`src/rtl/caliptra_tlul_socket_m1_rr.sv`:
```
// M:1 TL-UL host-merge socket: round-robin arbitration into a one-entry request slice,
// host ID tagged into a_source, combinational response routing and an in-flight limiter.

package caliptra_tlul_pkg;

  localparam int unsigned TL_AW  = 32;
  localparam int unsigned TL_DW  = 32;
  localparam int unsigned TL_AIW = 8;
  localparam int unsigned TL_DIW = 1;
  localparam int unsigned TL_DBW = TL_DW / 8;
  localparam int unsigned TL_SZW = $clog2($clog2(TL_DBW) + 1);

  typedef enum logic [2:0] {
    PutFullData    = 3'h0,
    PutPartialData = 3'h1,
    Get            = 3'h4
  } tl_a_op_e;

  typedef enum logic [2:0] {
    AccessAck     = 3'h0,
    AccessAckData = 3'h1
  } tl_d_op_e;

  typedef struct packed {
    logic [4:0] rsvd;
    logic [3:0] instr_type;
    logic [6:0] cmd_intg;
    logic [6:0] data_intg;
  } tl_a_user_t;

  typedef struct packed {
    logic [6:0] rsp_intg;
    logic [6:0] data_intg;
  } tl_d_user_t;

  typedef struct packed {
    logic                a_valid;
    tl_a_op_e            a_opcode;
    logic [2:0]          a_param;
    logic [TL_SZW-1:0]   a_size;
    logic [TL_AIW-1:0]   a_source;
    logic [TL_AW-1:0]    a_address;
    logic [TL_DBW-1:0]   a_mask;
    logic [TL_DW-1:0]    a_data;
    tl_a_user_t          a_user;
    logic                d_ready;
  } tl_h2d_t;

  typedef struct packed {
    logic                d_valid;
    tl_d_op_e            d_opcode;
    logic [2:0]          d_param;
    logic [TL_SZW-1:0]   d_size;
    logic [TL_AIW-1:0]   d_source;
    logic [TL_DIW-1:0]   d_sink;
    logic [TL_DW-1:0]    d_data;
    tl_d_user_t          d_user;
    logic                d_error;
    logic                a_ready;
  } tl_d2h_t;

endpackage

module caliptra_tlul_socket_m1_rr
  import caliptra_tlul_pkg::*;
#(
  parameter int unsigned M              = 2,
  parameter int unsigned MaxOutstanding = 16,
  localparam int unsigned StIdW         = $clog2(M),
  localparam int unsigned CntW          = $clog2(MaxOutstanding + 1)
) (
  input  logic            clk_i,
  input  logic            rst_ni,
  input  tl_h2d_t         tl_h_i [M],
  output tl_d2h_t         tl_h_o [M],
  output tl_h2d_t         tl_d_o,
  input  tl_d2h_t         tl_d_i,
  output logic [CntW-1:0] outstanding_o,
  output logic            drop_rsp_o
);

  localparam logic [StIdW-1:0] LastId   = StIdW'(M - 1);
  localparam logic [StIdW:0]   NumHosts = (StIdW + 1)'(M);
  localparam logic [CntW-1:0]  MaxCnt   = CntW'(MaxOutstanding);

  tl_h2d_t          slice_q;
  logic             slice_vld_q;
  logic [StIdW-1:0] ptr_q;
  logic [CntW-1:0]  cnt_q;

  logic             win_vld;
  logic [StIdW-1:0] win_idx;
  logic [StIdW-1:0] scan_idx;
  tl_h2d_t          win_req;
  logic             slice_free;
  logic             gnt;

  logic [StIdW-1:0] rsp_id;
  logic             rsp_legal;
  logic             rsp_ready;
  logic             d_hs;

  // First requester at or after ptr_q, wrapping modulo M.
  always_comb begin
    win_vld  = 1'b0;
    win_idx  = ptr_q;
    scan_idx = '0;
    for (int unsigned i = 0; i < M; i++) begin
      scan_idx = StIdW'((32'(ptr_q) + i) % M);
      if (!win_vld && tl_h_i[scan_idx].a_valid) begin
        win_vld = 1'b1;
        win_idx = scan_idx;
      end
    end
  end

  always_comb begin
    win_req          = tl_h_i[win_idx];
    win_req.a_source = {tl_h_i[win_idx].a_source[TL_AIW-StIdW-1:0], win_idx};
  end

  // The slice may be refilled in the same cycle its current entry is dequeued.
  assign slice_free = ~slice_vld_q | tl_d_i.a_ready;
  assign gnt        = rst_ni & win_vld & slice_free & (cnt_q < MaxCnt);

  assign rsp_id    = tl_d_i.d_source[StIdW-1:0];
  assign rsp_legal = {1'b0, rsp_id} < NumHosts;

  always_comb begin
    rsp_ready = 1'b1;
    for (int unsigned k = 0; k < M; k++) begin
      tl_h_o[k]          = tl_d_i;
      tl_h_o[k].d_source = tl_d_i.d_source >> StIdW;
      tl_h_o[k].d_valid  = tl_d_i.d_valid & rsp_legal & (rsp_id == StIdW'(k));
      tl_h_o[k].a_ready  = gnt & (win_idx == StIdW'(k));
      if (rsp_legal && (rsp_id == StIdW'(k))) begin
        rsp_ready = tl_h_i[k].d_ready;
      end
    end
  end

  always_comb begin
    tl_d_o         = slice_q;
    tl_d_o.a_valid = slice_vld_q;
    tl_d_o.d_ready = rsp_ready;
  end

  assign d_hs          = tl_d_i.d_valid & rsp_ready;
  assign drop_rsp_o    = rst_ni & tl_d_i.d_valid & ~rsp_legal;
  assign outstanding_o = cnt_q;

  always_ff @(posedge clk_i) begin
    if (!rst_ni) begin
      slice_q     <= '0;
      slice_vld_q <= 1'b0;
      ptr_q       <= '0;
      cnt_q       <= '0;
    end else begin
      if (gnt) begin
        slice_q     <= win_req;
        slice_vld_q <= 1'b1;
        ptr_q       <= (win_idx == LastId) ? '0 : win_idx + 1'b1;
      end else if (tl_d_i.a_ready) begin
        slice_vld_q <= 1'b0;
      end

      if (gnt && !d_hs) begin
        cnt_q <= cnt_q + 1'b1;
      end else if (!gnt && d_hs && (cnt_q != '0)) begin
        cnt_q <= cnt_q - 1'b1;
      end
    end
  end

endmodule

```
`config.mk`:
```
export PLATFORM = sky130hd
export DESIGN_NAME = caliptra_tlul_socket_m1_rr
export DESIGN_NICKNAME = d
export VERILOG_FILES = /design/src/rtl/caliptra_tlul_socket_m1_rr.sv
export SDC_FILE = /design/constraint.sdc
export NUM_CORES = 1
export LEC_CHECK = 0
export BUFFER_PORTS_ARGS = -buffer_cell sky130_fd_sc_hd__buf_4
export CELL_PAD_IN_SITES_DETAIL_PLACEMENT = 0
export CELL_PAD_IN_SITES_GLOBAL_PLACEMENT = 1
export CORE_AREA = 2 2 204 206
export DETAILED_ROUTE_END_ITERATION = 16
export DIE_AREA = 0 0 206 208
export PLACE_DENSITY_LB_ADDON = 0.2
export SETUP_SLACK_MARGIN = 0.15
export SKIP_CTS_REPAIR_TIMING = 1
export SYNTH_ARGS = -nofsm -noshare
export SYNTH_HDL_FRONTEND = slang
export SYNTH_SLANG_ARGS = --single-unit
export TNS_END_PERCENT = 100
```
`constraint.sdc`:
```
create_clock -name clk_i -period 3.21 [get_ports clk_i]
set_input_delay 0.1605 -clock clk_i [delete_from_list [all_inputs] [get_ports clk_i]]
set_output_delay 0.1605 -clock clk_i [all_outputs]
set_load 0.02 [all_outputs]
```
# Yosys cells after proc, flatten, opt, wreduce, memory -nomap -nowiden
# Index checks and enable logic that the tools add are counted.
# Widths: inputs -> output; s select.
[totals]
regBits = 114
output_inout_bits = 247
inputBits = 286
elab_cells = 65
[classes]
addsub = 4
n_reduce_logical = 10
n_lt_le_gt_ge = 4
mux = 18
n_bitwise = 15
[op_table]
columns = ["operator", "count"]
rows = [
  ["$mux 109", 6],
  ["$mux 108", 3],
  ["$mux 5", 2],
  ["$and 1x1->1", 8],
  ["$mux 1", 7],
  ["$ge 2x2->1 const B", 3],
  ["$not 1->2", 3],
  ["$add 5x1->5 const B", 1],
  ["$lt 5x5->1 const B", 1],
  ["$reduce_bool 5->1", 1],
  ["$sub 5x1->5 const B", 1],
  ["$logic_and 1x1->1", 4],
  ["$reduce_bool 2->1", 2],
  ["$logic_not 1->1", 3],
  ["$not 1->1", 3],
  ["$add 1x1->1 const B", 2],
  ["$or 1x1->1", 1],
]

# Logic depth before layout (Yosys ltp)
# Gate-level depths: netlist of the first run.
[depth]
word_depth = 16
mapped_depth = 11

# Worst setup path before layout of the first run
# OpenSTA, ideal clock, no wires.
[synth_path]
path_type = "register to register"
start = "reg cnt_q[4] (netlist: outstanding_o[4])"
end = "reg cnt_q[4] (netlist: outstanding_o[4])"
synth_period_minus_slack_ns = 2.944
slack_ns = 0.266
t_arrival_ns = 2.870
stages_incl_launch_ff = 12
cell_sequence = "dfxtp_1 -> o21ba_2 -> and3_1 -> clkbuf_2 -> buf_2 -> clkbuf_1 -> nand2_1 -> fa_1 -> a21o_1 -> a21o_1 -> or4_1 -> a31oi_1"
[synth_via]
elab_chain_cells = 6
[synth_rtl]
columns = ["item", "line_no", "rtl"]
rows = [
  ["from (decl)", "89", "logic [CntW-1:0] cnt_q;"],
  ["from (signal assigned)", "168", "cnt_q <= cnt_q + 1'b1;"],
  ["from (signal assigned)", "170", "cnt_q <= cnt_q - 1'b1;"],
  ["$lt 5x5->1", "124", "assign gnt = rst_ni & win_vld & slice_free & (cnt_q < MaxCnt);"],
  ["$and 1x1->1", "124", ""],
  ["$logic_not 1->1", "169", "end else if (!gnt && d_hs && (cnt_q != '0)) begin"],
  ["$logic_and 1x1->1 (2 in a row)", "169", ""],
  ["$reduce_bool 2->1 (no line)", "n/a", ""],
]
# Parallel ways exist; a longest one is shown, timed or not. The select of a mux whose other input is x is not followed.
# A chain may end at the register's enable or synchronous reset.

==> results of run 1 <==
[synth_stat cells (2+ instances only)]
cell type | count | area share [%]
a211oi_1 | 106 | 13
a21o_1 | 3 | 0.37
a21oi_1 | 2 | 0.16
and2_1 | 2 | 0.20
and3_1 | 2 | 0.20
buf_2 | 14 | 1.1
buf_4 | 141 | 17
buf_6 | 2 | 0.37
clkbuf_1 | 21 | 1.3
dfxtp_1 | 114 | 37
ha_1 | 3 | 0.61
inv_1 | 2 | 0.12
mux2i_1 | 109 | 18
nand2_1 | 8 | 0.49
nand2b_1 | 2 | 0.20
nand3_1 | 2 | 0.16
nand4_1 | 3 | 0.30
nor2_1 | 109 | 6.6
o21ai_0 | 2 | 0.16
o21ai_1 | 2 | 0.16
or3_1 | 3 | 0.30
or4_1 | 2 | 0.24
[layout by cell type (no fill, tap or decap), drive strengths merged, types with 2 or more instances in the layout]
cell type	synthesis	routed
buf	158	351
dfxtp	114	114
mux2i	110	110
nor2	109	109
a211oi	106	106
clkbuf	22	22
nand2	8	8
clkinv	0	6
o21ai	4	4
a21o	3	3
or3	3	3
nand4	3	3
ha	3	3
conb	1	3
bufinv	0	3
inv	3	3
and2	2	2
nand2b	2	2
nand3	2	2
a21oi	2	2
or4	2	2
and3	2	2
[worst max-delay path by stage]
stage,from,end,slack (ns),cells past startpoint
floorplan,outstanding_o[4],outstanding_o[4],0.27,11
global placement,outstanding_o[4],outstanding_o[4],0.68,8
detailed placement,outstanding_o[4],outstanding_o[4],0.66,8
CTS,outstanding_o[4],tl_h_o[66],0.46,5
global route,outstanding_o[4],tl_h_o[66],0.32,5
finish,outstanding_o[4],tl_h_o[66],0.54,5
[logic make-up (layout without fill, tap and decap cells)]
logic type	Yosys count	count (layout)	share of synthesized area, %
and+or+nand+nor	135	135	8.97
adders and majority gates	5	5	1.10
xor gates and xnor gates	1	1	0.142
muxes	111	111	18.1
AOI/OAI and AO/OA	119	119	14.3
DFF	114	114	37.0
other	1	3	0.0608
buffers and inverters	183	386	20.3
[metrics by stage]
stage / utilization, % / hold slack, ns / power [W] / std cells / worst slack, ns
global placement: 20.5 / 0.321 / 0.00395 / 1374 / 0.681
finish: 21.9 / 0.0463 / 0.00588 / 1406 / 0.542
detailed placement: 20.5 / 0.321 / 0.00396 / 1374 / 0.656
floorplan: - / 0.335 / 0.00329 / 671 / 0.266
CTS: 21.9 / 0.0165 / 0.00604 / 1406 / 0.455
global route: 21.9 / 0.0273 / 0.00628 / 1406 / 0.318
[state kept, by name (all words and copies together) (netlist names)]
register       count
outstanding_o      5
ptr_q              1
slice_vld_q        1
tl_d_o           107
[critical path, delay by kind of cell, from the launching register on]
| family | cells | cell delay, ns |
|---|---|---|
| AND/OR/NAND/NOR | 2 | 0.62 |
| flip-flops | 1 | 0.35 |
| buffers and inverters | 2 | 0.79 |
| AO/OA/AOI/OAI | 1 | 0.28 |
[report_power, final]
group	internal, W	switching (W)	total [W]
Combinational	0.000929	0.00111	0.00204
Clock	0.00128	0.000719	0.00199
Sequential	0.00168	0.000160	0.00184
Total	0.00389	0.00199	0.00588
[metal layers]
metal | track usage [%] | vias to the layer above
li1 | - | 2610
met1 | 11.0 | 2305
met2 | 17.5 | 243
met3 | 4.70 | 53
met4 | 4.93 | 0
met5 | 0 | -
[layout make-up]
cell class	instances	area, um2	share of cell area, %
sequential	114	2280	25.6
inverter	3	13.8	0.155
clock buffer	22	474	5.33
clock inverter	10	131	1.48
multi-input combinational	374	2650	29.7
tap	532	666	7.48
timing repair buffer	351	2690	30.2
==> metrics.md, run 1 <==
| Metric | Value |
|---|---|
| Final Cycle Share | about 83% |
| Min-Delay Path Depth | 3 |
| Die area | around 43000 um2 |
| DRT met1 WL | roughly 8700 um |
| CTS H-tree depth | 4 |
| DIE WIDTH | 206 um |
| Critical R2R Capture | outstanding_o[4] |
| Clock sinks | 114 |
| Nets | between 1000 and 1500 |
| Clock slew at reported path FFs | 0.06 ns |
| Routed met3 length | 2250 um |
| Slowest CP cell | buf_4 |
| Met2 wire len | 11100 um |
| Minimum clock period | 2.67 ns |
| Io pins | 533 |
| Reg-to-reg slack, setup | 0.63 ns |
| WL per Instance | between 15 and 20 um |
| Run status | finished clean |
| Die H | 208 um |
| Final-report max-slew violation count | 0 |
| R2R Path Start | outstanding_o[4] |
| FP Rows | 74 |
| Finished Cell Area | 8900 um2 |
| Layout cells sized above 1 | 44.3% |
| Post-Syn Area | between 6000 and 7000 um2 |
| Vias | 5211 |
| HP Start | tl_h_i[108] |
| CP Cell Sequence | o21ba_2, and3_4, buf_4, and2_1, buf_4 |
| Ant diodes | 0 |
| Synth Instances | around 670 |
| VDD IR-drop max | 321 uV |
| RSZ-0062 raised after global routing | false |
| Initial Util | 15.2% |
| Initial antenna violation count | 0 |
| CTS tree | yes |
| First-pass GRT wire length | 33000 um |
| Fill cells | 4498 |
| Post-synth EDFFs | 0 |
| CP Data Required Time | 3.05 ns |
| Setup TNS | 0 ns |
| Synth warnings | 0 |
| Worst skew pair latency | 0.42 ns |
| Crit start category | register |
| Vias in the first global route | 5367 |
| Clock Skew | 0.00827 ns |
| Bufs on Longest Clock Path | 2 |
| Rel. slew slack | between 40% and 50% |
| Port Buf Inserts | 338 |
| Avg Cell Area, Syn | 9.21 um2 |
| Final HPWL DP | 17200 um |
| Critical path class | reg2out |
| Core area | 40600 um2 |
| Tightest Hold Check Type | in2reg |
| Crit-path max FO | 79 |
| CP most frequent cell | buf_4 |
| Vias/cell | 3.71 |
| Total CTS buffers | 17 |
| Global route total overflow | 0 |
| Worst slew pin tran | 0.796 ns |
| Detailed Route WL | 22700 um |
| #FFs+latches synth | 114 |
| Power Dens Cells | 660 nW/um2 |
| GPL Wtd Cong | 0.697 |
| Unique masters post-synth | 37 |
| Arr. time, crit path | 2.51 ns |
| CP peak stage delay | 0.60 ns |
| Reg2Reg Depth | 8 |
| Antenna-violating nets left | 0 |
| All-Layer GR Usage | 10.4% |
| CTS root buf | clkbuf_16 |
| Placed Area | 8290 um2 |
| DR iter-0 viols | 147 |
| DR top layer | met4 |
| Syn-to-layout area delta | 44.4% |
| Worst Hold Path EP | slice_vld_q |
| Max-cap viol count | 0 |
| Setup violators final | 0 |
| First-pass DRT Iterations | 4 |
| Remaining DRCs | 0 |
| Most used DFF post-synth | dfxtp_1 |
| Asr flop ratio synth | 0% |
| Largest net degree at the start of global routing | 135 |
| Max Freq | ~370 MHz |
| Leak pwr | 4.24 nW |
| Final hold vios | 0 |
| Sequential fraction of the synthesis area | 37.0% |
| Critical Path End Type | output pin |
(Power assumes the default switching activity.)
==> run 2, diff against run 1 <==
--- a/config.mk
+++ b/config.mk
@@ -5,12 +5,13 @@
 export SDC_FILE = /design/constraint.sdc
 export NUM_CORES = 1
 export LEC_CHECK = 0
+export ABC_AREA = 1
 export BUFFER_PORTS_ARGS = -buffer_cell sky130_fd_sc_hd__buf_4
 export CELL_PAD_IN_SITES_DETAIL_PLACEMENT = 0
 export CELL_PAD_IN_SITES_GLOBAL_PLACEMENT = 1
-export CORE_AREA = 2 2 204 206
+export CORE_AREA = 2 2 208 210
 export DETAILED_ROUTE_END_ITERATION = 16
-export DIE_AREA = 0 0 206 208
+export DIE_AREA = 0 0 210 212
 export PLACE_DENSITY_LB_ADDON = 0.2
 export SETUP_SLACK_MARGIN = 0.15
 export SKIP_CTS_REPAIR_TIMING = 1
==> constraint.sdc (replaced) <==
create_clock -name clk_i -period 2.55 [get_ports clk_i]
set_input_delay 0.1275 -clock clk_i [delete_from_list [all_inputs] [get_ports clk_i]]
set_output_delay 0.1275 -clock clk_i [all_outputs]
set_load 0.02 [all_outputs]
==> run 2 against run 1 <==
Critical path depth is 2 higher. Register-to-register slack worse by 0.31 ns. Global-route usage is 0.64 points higher. Die area is 3.9% higher. Cell count is 24% higher. Count of clock-buffer cells in the layout stayed put. Synthesized cell count is 17% higher. Synthesized area is 7.9% lower. Combinational power is 2% higher. Via count is 27% higher. Largest cell class unchanged. Highest routed layer unchanged.
==> metrics.md, run 2 <==
| Metric | Value |
|---|---|
| Run status | finished clean |
| DR iter-0 viols | 217 (+48%) |
| RSZ-0062 raised after global routing | false |
| Vias in the first global route | 5688 (+6.0%) |
| Vias/cell | 3.78 (+2.0%) |
| Avg Cell Area, Syn | 7.22 um2 (-22%) |
| CP peak stage delay | 0.56 ns (-0.04 ns) |
| Most common cell after layout, fill and taps aside | buf_4 |
| GPL Wtd Cong | 0.696 (about the same) |
| Slowest CP cell | dlygate4sd3_1 |
| Minimum clock period | 2.23 ns |
| CTS root buf | clkbuf_16 |
| Arr. time, crit path | 2.65 ns (+0.14 ns) |
| Post-synth top cells | nand2_1, buf_4, dfxtp_1, a31oi_1, clkbuf_1 |
| Synth Instances | 786 (+17%) |
| All-Layer GR Usage | 11.0% (+0.64 points) |
| Nets | 1481 (+29%) |
| Total power | 0.00690 W (+17%) |
| First-pass GRT wire length | 35400 um (+7.3%) |
| Layout cells sized above 1 | 31.6% (-13 points) |
| Post-Syn Area | 5680 um2 (-7.9%) |
| Synth top area share | 40.2% (+3.2 points) |
| Detailed Route WL | 26100 um (+15%) |
| Largest family of logic cells by synthesized area | simple AND/OR/NAND/NOR gates |
| Synth warnings | 0 (unchanged) |
| Power Dens Cells | 647 nW/um2 (-2.0%) |
| Die area | 44500 um2 (+3.9%) |
| Worst slew pin tran | 0.558 ns (-0.238 ns) |
| Worst Setup SP | slice_vld_q |
| #FFs+latches synth | 114 (unchanged) |
| Setup violators final | 0 (unchanged) |
| Clock sinks | 114 (unchanged) |
| Leading area contributor after synthesis | dfxtp_1 |
| VDD IR-drop max | 352 uV (+9.8%) |
| Clock Skew | 0.0160 ns (+0.00769 ns) |
| Initial Util | 13.4% (-1.8 points) |
| Pre-CTS setup slack | 0.580 ns (-0.0765 ns) |
| Port Buf Inserts | 338 (unchanged) |
| Crit-path max FO | 57 (-28%) |
| Initial antenna violation count | 0 (unchanged) |
| Final hold vios | 0 (unchanged) |
| Core area | 42500 um2 (+4.8%) |
| CP Buf/Inv Count | 2 (unchanged) |
| Final HPWL DP | 16900 um (-2.2%) |
| CP delay by family, top | buffers and inverters |
| CTS tree | yes |
| Largest net degree at the start of global routing | 60 (-56%) |
| Synth Area in Compound Gates | 13.3% (-1.0 points) |
| R2R Path Start | slice_vld_q |
| Critical Path End Type | register |
| Max-cap viol count | 0 (unchanged) |
| Post-synthesis mux area share | 0% (-18 points) |
| Tightest Hold Check Type | in2reg |
| Sequential fraction of the synthesis area | 40.2% (+3.2 points) |
| Simple-gate area share of the yosys netlist | 23.5% (+15 points) |
| Internal power | 0.00475 W (+22%) |
| Total CTS buffers | 17 (unchanged) |
| Setup TNS | 0 ns (unchanged) |
| Cell with the most instances after synthesis | nand2_1 |
| Io pins | 533 (unchanged) |
| Synth Area in XOR/XNOR | 0.309% (+0.17 points) |
| Ant diodes | 0 (unchanged) |
| Remaining DRCs | 0 (unchanged) |
| Final-report max-slew violation count | 0 (unchanged) |
| Max Freq | 448 MHz |
| Clock slew at reported path FFs | 0.06 ns (about the same) |
| CTS H-tree depth | 4 (unchanged) |
| Global route total overflow | 0 (unchanged) |
| Comb pwr share | 30.2% (-4.5 points) |
| CP Data Required Time | 2.96 ns (-0.09 ns) |
| FP Rows | 76 (+2.7%) |
| Seq pwr share | 30.8% (-0.5 points) |
| Leak pwr | 4.73 nW (+11%) |
| Switching Share | 31.2% (-2.7 points) |
| Clk pwr share | 39.0% (+5.1 points) |
| Final Cycle Share | around 88% |
| Post-synth EDFFs | 0 (unchanged) |
| HP Start | tl_h_i[108] |
| Unique masters post-synth | 21 (-43%) |
| Synth area leaders | dfxtp_1, nand2_1, buf_4, a31oi_1, clkbuf_1 |
| Critical path class | reg2reg |
| Crit start category | register |
| Most used DFF post-synth | dfxtp_1 |
| Fill cells | 4756 (+5.7%) |
| Most frequent cells in the layout | buf_4, nand2_1, dlygate4sd3_1 |
| Bufs on Longest Clock Path | 2 (unchanged) |
| First-pass DRT Iterations | 4 (unchanged) |
| Vias | 6618 (+27%) |
| WL per Instance | 14.9 um (-7.6%) |
| Asr flop ratio synth | 0% (unchanged) |
| Worst skew pair latency | 0.48 ns (+0.06 ns) |
| Rel. slew slack | 62.8% (+16 points) |
| CP Cell Sequence | a21oi_1, nand2_4, nor2_4, buf_12, nand2_1, a31oi_1, dlygate4sd3_1 |
| Antenna-violating nets left | 0 (unchanged) |
| DIE WIDTH | 210 um (+1.9%) |
| Syn-to-layout area delta | 87.7% |
| Setup WS post-layout | 0.316 ns (-0.226 ns) |
| Die H | 212 um (+1.9%) |
| Switching pwr | 0.00215 W (+8.1%) |
| Max reg flops | 107 (unchanged) |
| Adder-cell share of the synthesized area | 1.01% (-0.082 points) |
run 2: per-stage QoR:
step	area [um2]	hold slack [ns]	utilization [%]	cells
after floorplan	5680	0.248	-	788
after global placement	7880	0.255	18.5	1504
after detailed placement	7880	0.255	18.5	1504
after CTS	8510	-0.152	20.0	1536
after global routing	10700	0.0181	25.1	1750
final	10700	0.0184	25.1	1750
run 2: power groups by stage:
| stage | registers (W) | clock network, W | logic, W |
|---|---|---|---|
| global placement | 0.00216 | 0 | 0.00175 |
| finish | 0.00213 | 0.00269 | 0.00208 |
| global route | 0.00216 | 0.00288 | 0.00227 |
| floorplan | 0.00239 | 0 | 0.000902 |
| detailed placement | 0.00216 | 0 | 0.00174 |
| CTS | 0.00213 | 0.00284 | 0.00175 |
run 2: area by class of cell:
class                           count  area (um2)  share of cell area, %
Clock buffer                       22         474                   4.45
Clock inverter                     10         155                   1.46
Inverter                           14        55.1                  0.517
Multi-Input combinational cell    484        2190                   20.6
Sequential cell                   114        2280                   21.4
Tap cell                          546         683                   6.41
Timing Repair Buffer              560        4810                   45.2
run 2: worst min-delay path, stage by stage:
cell	delay [ns]
buf_4	0.09
o21ai_0	0.10
a21oi_1	0.13
run 2: logic make-up (layout without fill, tap and decap cells):
logic type	Yosys count	after routing
other	1	3
adders and majority gates	4	4
buffers and inverters	190	606
DFF	114	114
AOI/OAI and AO/OA	121	121
xor gates and xnor gates	2	2
and+or+nand+nor	354	354
run 2: layer usage:
| metal | routed length, um | track usage [%] |
|---|---|---|
| met2 | 12600 | 17.7 |
| met4 | 1140 | 7.61 |
| met3 | 2160 | 5.42 |
| met1 | 10200 | 11.4 |
| met5 | 0 | 0 |
run 2: worst paths after layout:
check	to	slack (ns)	cells past startpoint
min reg2reg	tl_d_o[20]	0.49	2
min	slice_vld_q	0.02	3
max	tl_d_o[96]	0.32	7
max reg2reg	tl_d_o[96]	0.32	7
==> run 3, diff against run 2 <==
--- a/config.mk
+++ b/config.mk
@@ -12,7 +12,7 @@
 export CORE_AREA = 2 2 208 210
 export DETAILED_ROUTE_END_ITERATION = 16
 export DIE_AREA = 0 0 210 212
-export PLACE_DENSITY_LB_ADDON = 0.2
+export PLACE_DENSITY = 0.49
 export SETUP_SLACK_MARGIN = 0.15
 export SKIP_CTS_REPAIR_TIMING = 1
 export SYNTH_ARGS = -nofsm -noshare
==> constraint.sdc (replaced) <==
create_clock -name clk_i -period 2.1 [get_ports clk_i]
set_input_delay 0.105 -clock clk_i [delete_from_list [all_inputs] [get_ports clk_i]]
set_output_delay 0.105 -clock clk_i [all_outputs]
set_load 0.02 [all_outputs]
==> run 3 against run 2 <==
Worst hold slack improved by 0.14 ns. Sequential share of layout area is 0.28 points lower. Sequential power rose by 22%. Final area is 1.3% higher. Via count up 0.50%. Clock power rose by 14%. Non-clock buffer count up 17. Register-to-register slack about the same. Die area unchanged. Combinational power increased by 20%. Critical path depth is 2 lower. Critical endpoint is now tl_h_o[66].
==> metrics.md, run 3 (same netlist as run 2, synthesis figures left out) <==
| Metric | Value |
|---|---|
| Run status | finished clean |
| Final Cycle Share | 87.3% |
| Layout cells sized above 1 | 32.8% (+1.3 points) |
| Most common cell after layout, fill and taps aside | buf_4 |
| First-pass DRT Iterations | 4 (unchanged) |
| Clock slew at reported path FFs | 0.06 ns (about the same) |
| FF+latch area | 2280 um2 (unchanged) |
| Initial Util | 13.4% (unchanged) |
| Die H | 212 um (unchanged) |
| Leak pwr | 4.57 nW (-3.2%) |
| Initial antenna violation count | 0 (unchanged) |
| Die area | 44500 um2 (unchanged) |
| Reg2Reg Depth | 11 (+4) |
| Bufs on Longest Clock Path | 2 (unchanged) |
| WL per Instance | 14.9 um (-0.11%) |
| Final-report max-slew violation count | 0 (unchanged) |
| Worst skew pair latency | 0.43 ns (-0.05 ns) |
| Vias | 6651 (+0.50%) |
| Vias in the first global route | 5693 (+0.088%) |
| HP Start | rst_ni |
| R2R Path Start | outstanding_o[4] |
| Clock Skew | 0.00792 ns (-0.00804 ns) |
| CP Data Required Time | 2.00 ns (-0.96 ns) |
| Vias/cell | 3.76 (-0.47%) |
| CTS root buf | clkbuf_16 |
| Minimum clock period | 1.83 ns |
| Reg-to-reg slack, setup | 0.31 ns (about the same) |
| FP Rows | 76 (unchanged) |
| Power Dens Cells | 755 nW/um2 (+17%) |
| Final hold vios | 0 (unchanged) |
| Nets | 1498 (+1.1%) |
| CTS H-tree depth | 4 (unchanged) |
| Fill cells | 4632 (-2.6%) |
| DIE WIDTH | 210 um (unchanged) |
| Setup TNS | 0 ns (unchanged) |
| Max reg flops | 107 (unchanged) |
| Ant diodes | 0 (unchanged) |
| Global route total overflow | 0 (unchanged) |
| Critical R2R Capture | outstanding_o[4] |
| Detailed Route WL | 26400 um (+0.86%) |
| CTS tree | yes |
| GPL Wtd Cong | 0.727 (+4.5%) |
| Area of the multi-input gates | 2220 um2 (+1.3%) |
| Worst Hold Path EP | tl_d_o[92] |
| Remaining DRCs | 0 (unchanged) |
| DR iter-0 viols | 249 (+15%) |
| Io pins | 533 (unchanged) |
| Core area | 42500 um2 (unchanged) |
| Port Buf Inserts | 338 (unchanged) |
| Antenna-violating nets left | 0 (unchanged) |
| Syn-to-layout area delta | 90.3% |
| Crit start category | register |
| Max Freq | 546 MHz |
| Crit-path max FO | 20 (-65%) |
| All-Layer GR Usage | 10.4% (-0.68 points) |
| RSZ-0062 raised after global routing | true |
| Setup violators final | 0 (unchanged) |
| Arr. time, crit path | 1.73 ns (-0.92 ns) |
| Tightest Hold Check Type | in2reg |
| Largest net degree at the start of global routing | 109 (+82%) |
| First-pass GRT wire length | 34300 um (-3.2%) |
| Max-cap viol count | 0 (unchanged) |
| Hold slack | 0.159 ns (+0.141 ns) |
| Worst slew pin tran | 0.608 ns (+0.0503 ns) |
| Rel. slew slack | 59.5% (-3.4 points) |
| Most frequent cells in the layout | buf_4, nand2_1, dlygate4sd3_1 |
| Critical Path End Type | output pin |
| Final HPWL DP | 16500 um (-2.2%) |
| Total CTS buffers | 17 (unchanged) |
| Min-Delay Path Depth | 5 (+2) |
| VDD IR-drop max | 417 uV (+18%) |
| Clock sinks | 114 (unchanged) |
| Critical path class | reg2out |
run 3: worst max path at each step:
stage | end | start | depth (start not counted)
finish | tl_h_o[66] | slice_vld_q | 5
global route | outstanding_o[1] | slice_vld_q | 8
CTS | tl_h_o[66] | slice_vld_q | 5
detailed placement | outstanding_o[1] | slice_vld_q | 8
global placement | outstanding_o[3] | outstanding_o[4] | 8
floorplan | outstanding_o[4] | outstanding_o[4] | 10
run 3: area by class of cell:
cell class / instances / share of cell area [%]
timing repair buffer: 577 / 45.9
sequential: 114 / 21.1
multi-input combinational: 484 / 20.5
tap: 546 / 6.33
clock buffer: 22 / 4.39
clock inverter: 10 / 1.22
inverter: 14 / 0.510
run 3: routing by layer:
| layer | wire length [um] | vias up | global-route usage [%] |
|---|---|---|---|
| li1 | - | 3268 | - |
| met1 | 10200 | 3026 | 10.3 |
| met2 | 13200 | 301 | 17.5 |
| met3 | 2130 | 56 | 5.33 |
| met4 | 850 | 0 | 5.84 |
| met5 | 0 | - | 0 |
run 3: critical path, stage by stage (launching register included):
cell	delay, ns
dfxtp_1	0.32
a21oi_1	0.24
nand2_4	0.12
a21oi_4	0.18
clkbuf_16	0.25
buf_4	0.17
run 3: stage by stage:
step	total power (W)	instances	area, um2	utilization [%]	setup WS (ns)
floorplan	0.00400	788	5680	-	0.337
global placement	0.00471	1508	7890	18.6	0.134
detailed placement	0.00470	1508	7890	18.6	0.178
CTS	0.00790	1540	8490	20.0	0.0206
global route	0.00864	1767	10800	25.4	0.127
finish	0.00816	1767	10800	25.4	0.267
run 3: power by group:
group          switching (W)  total, W  internal, W  leakage (nW)
registers           0.000171   0.00259      0.00242         0.933
clock network        0.00113   0.00308      0.00195         0.300
logic                0.00128   0.00249      0.00120          3.34
total                0.00258   0.00816      0.00558          4.57
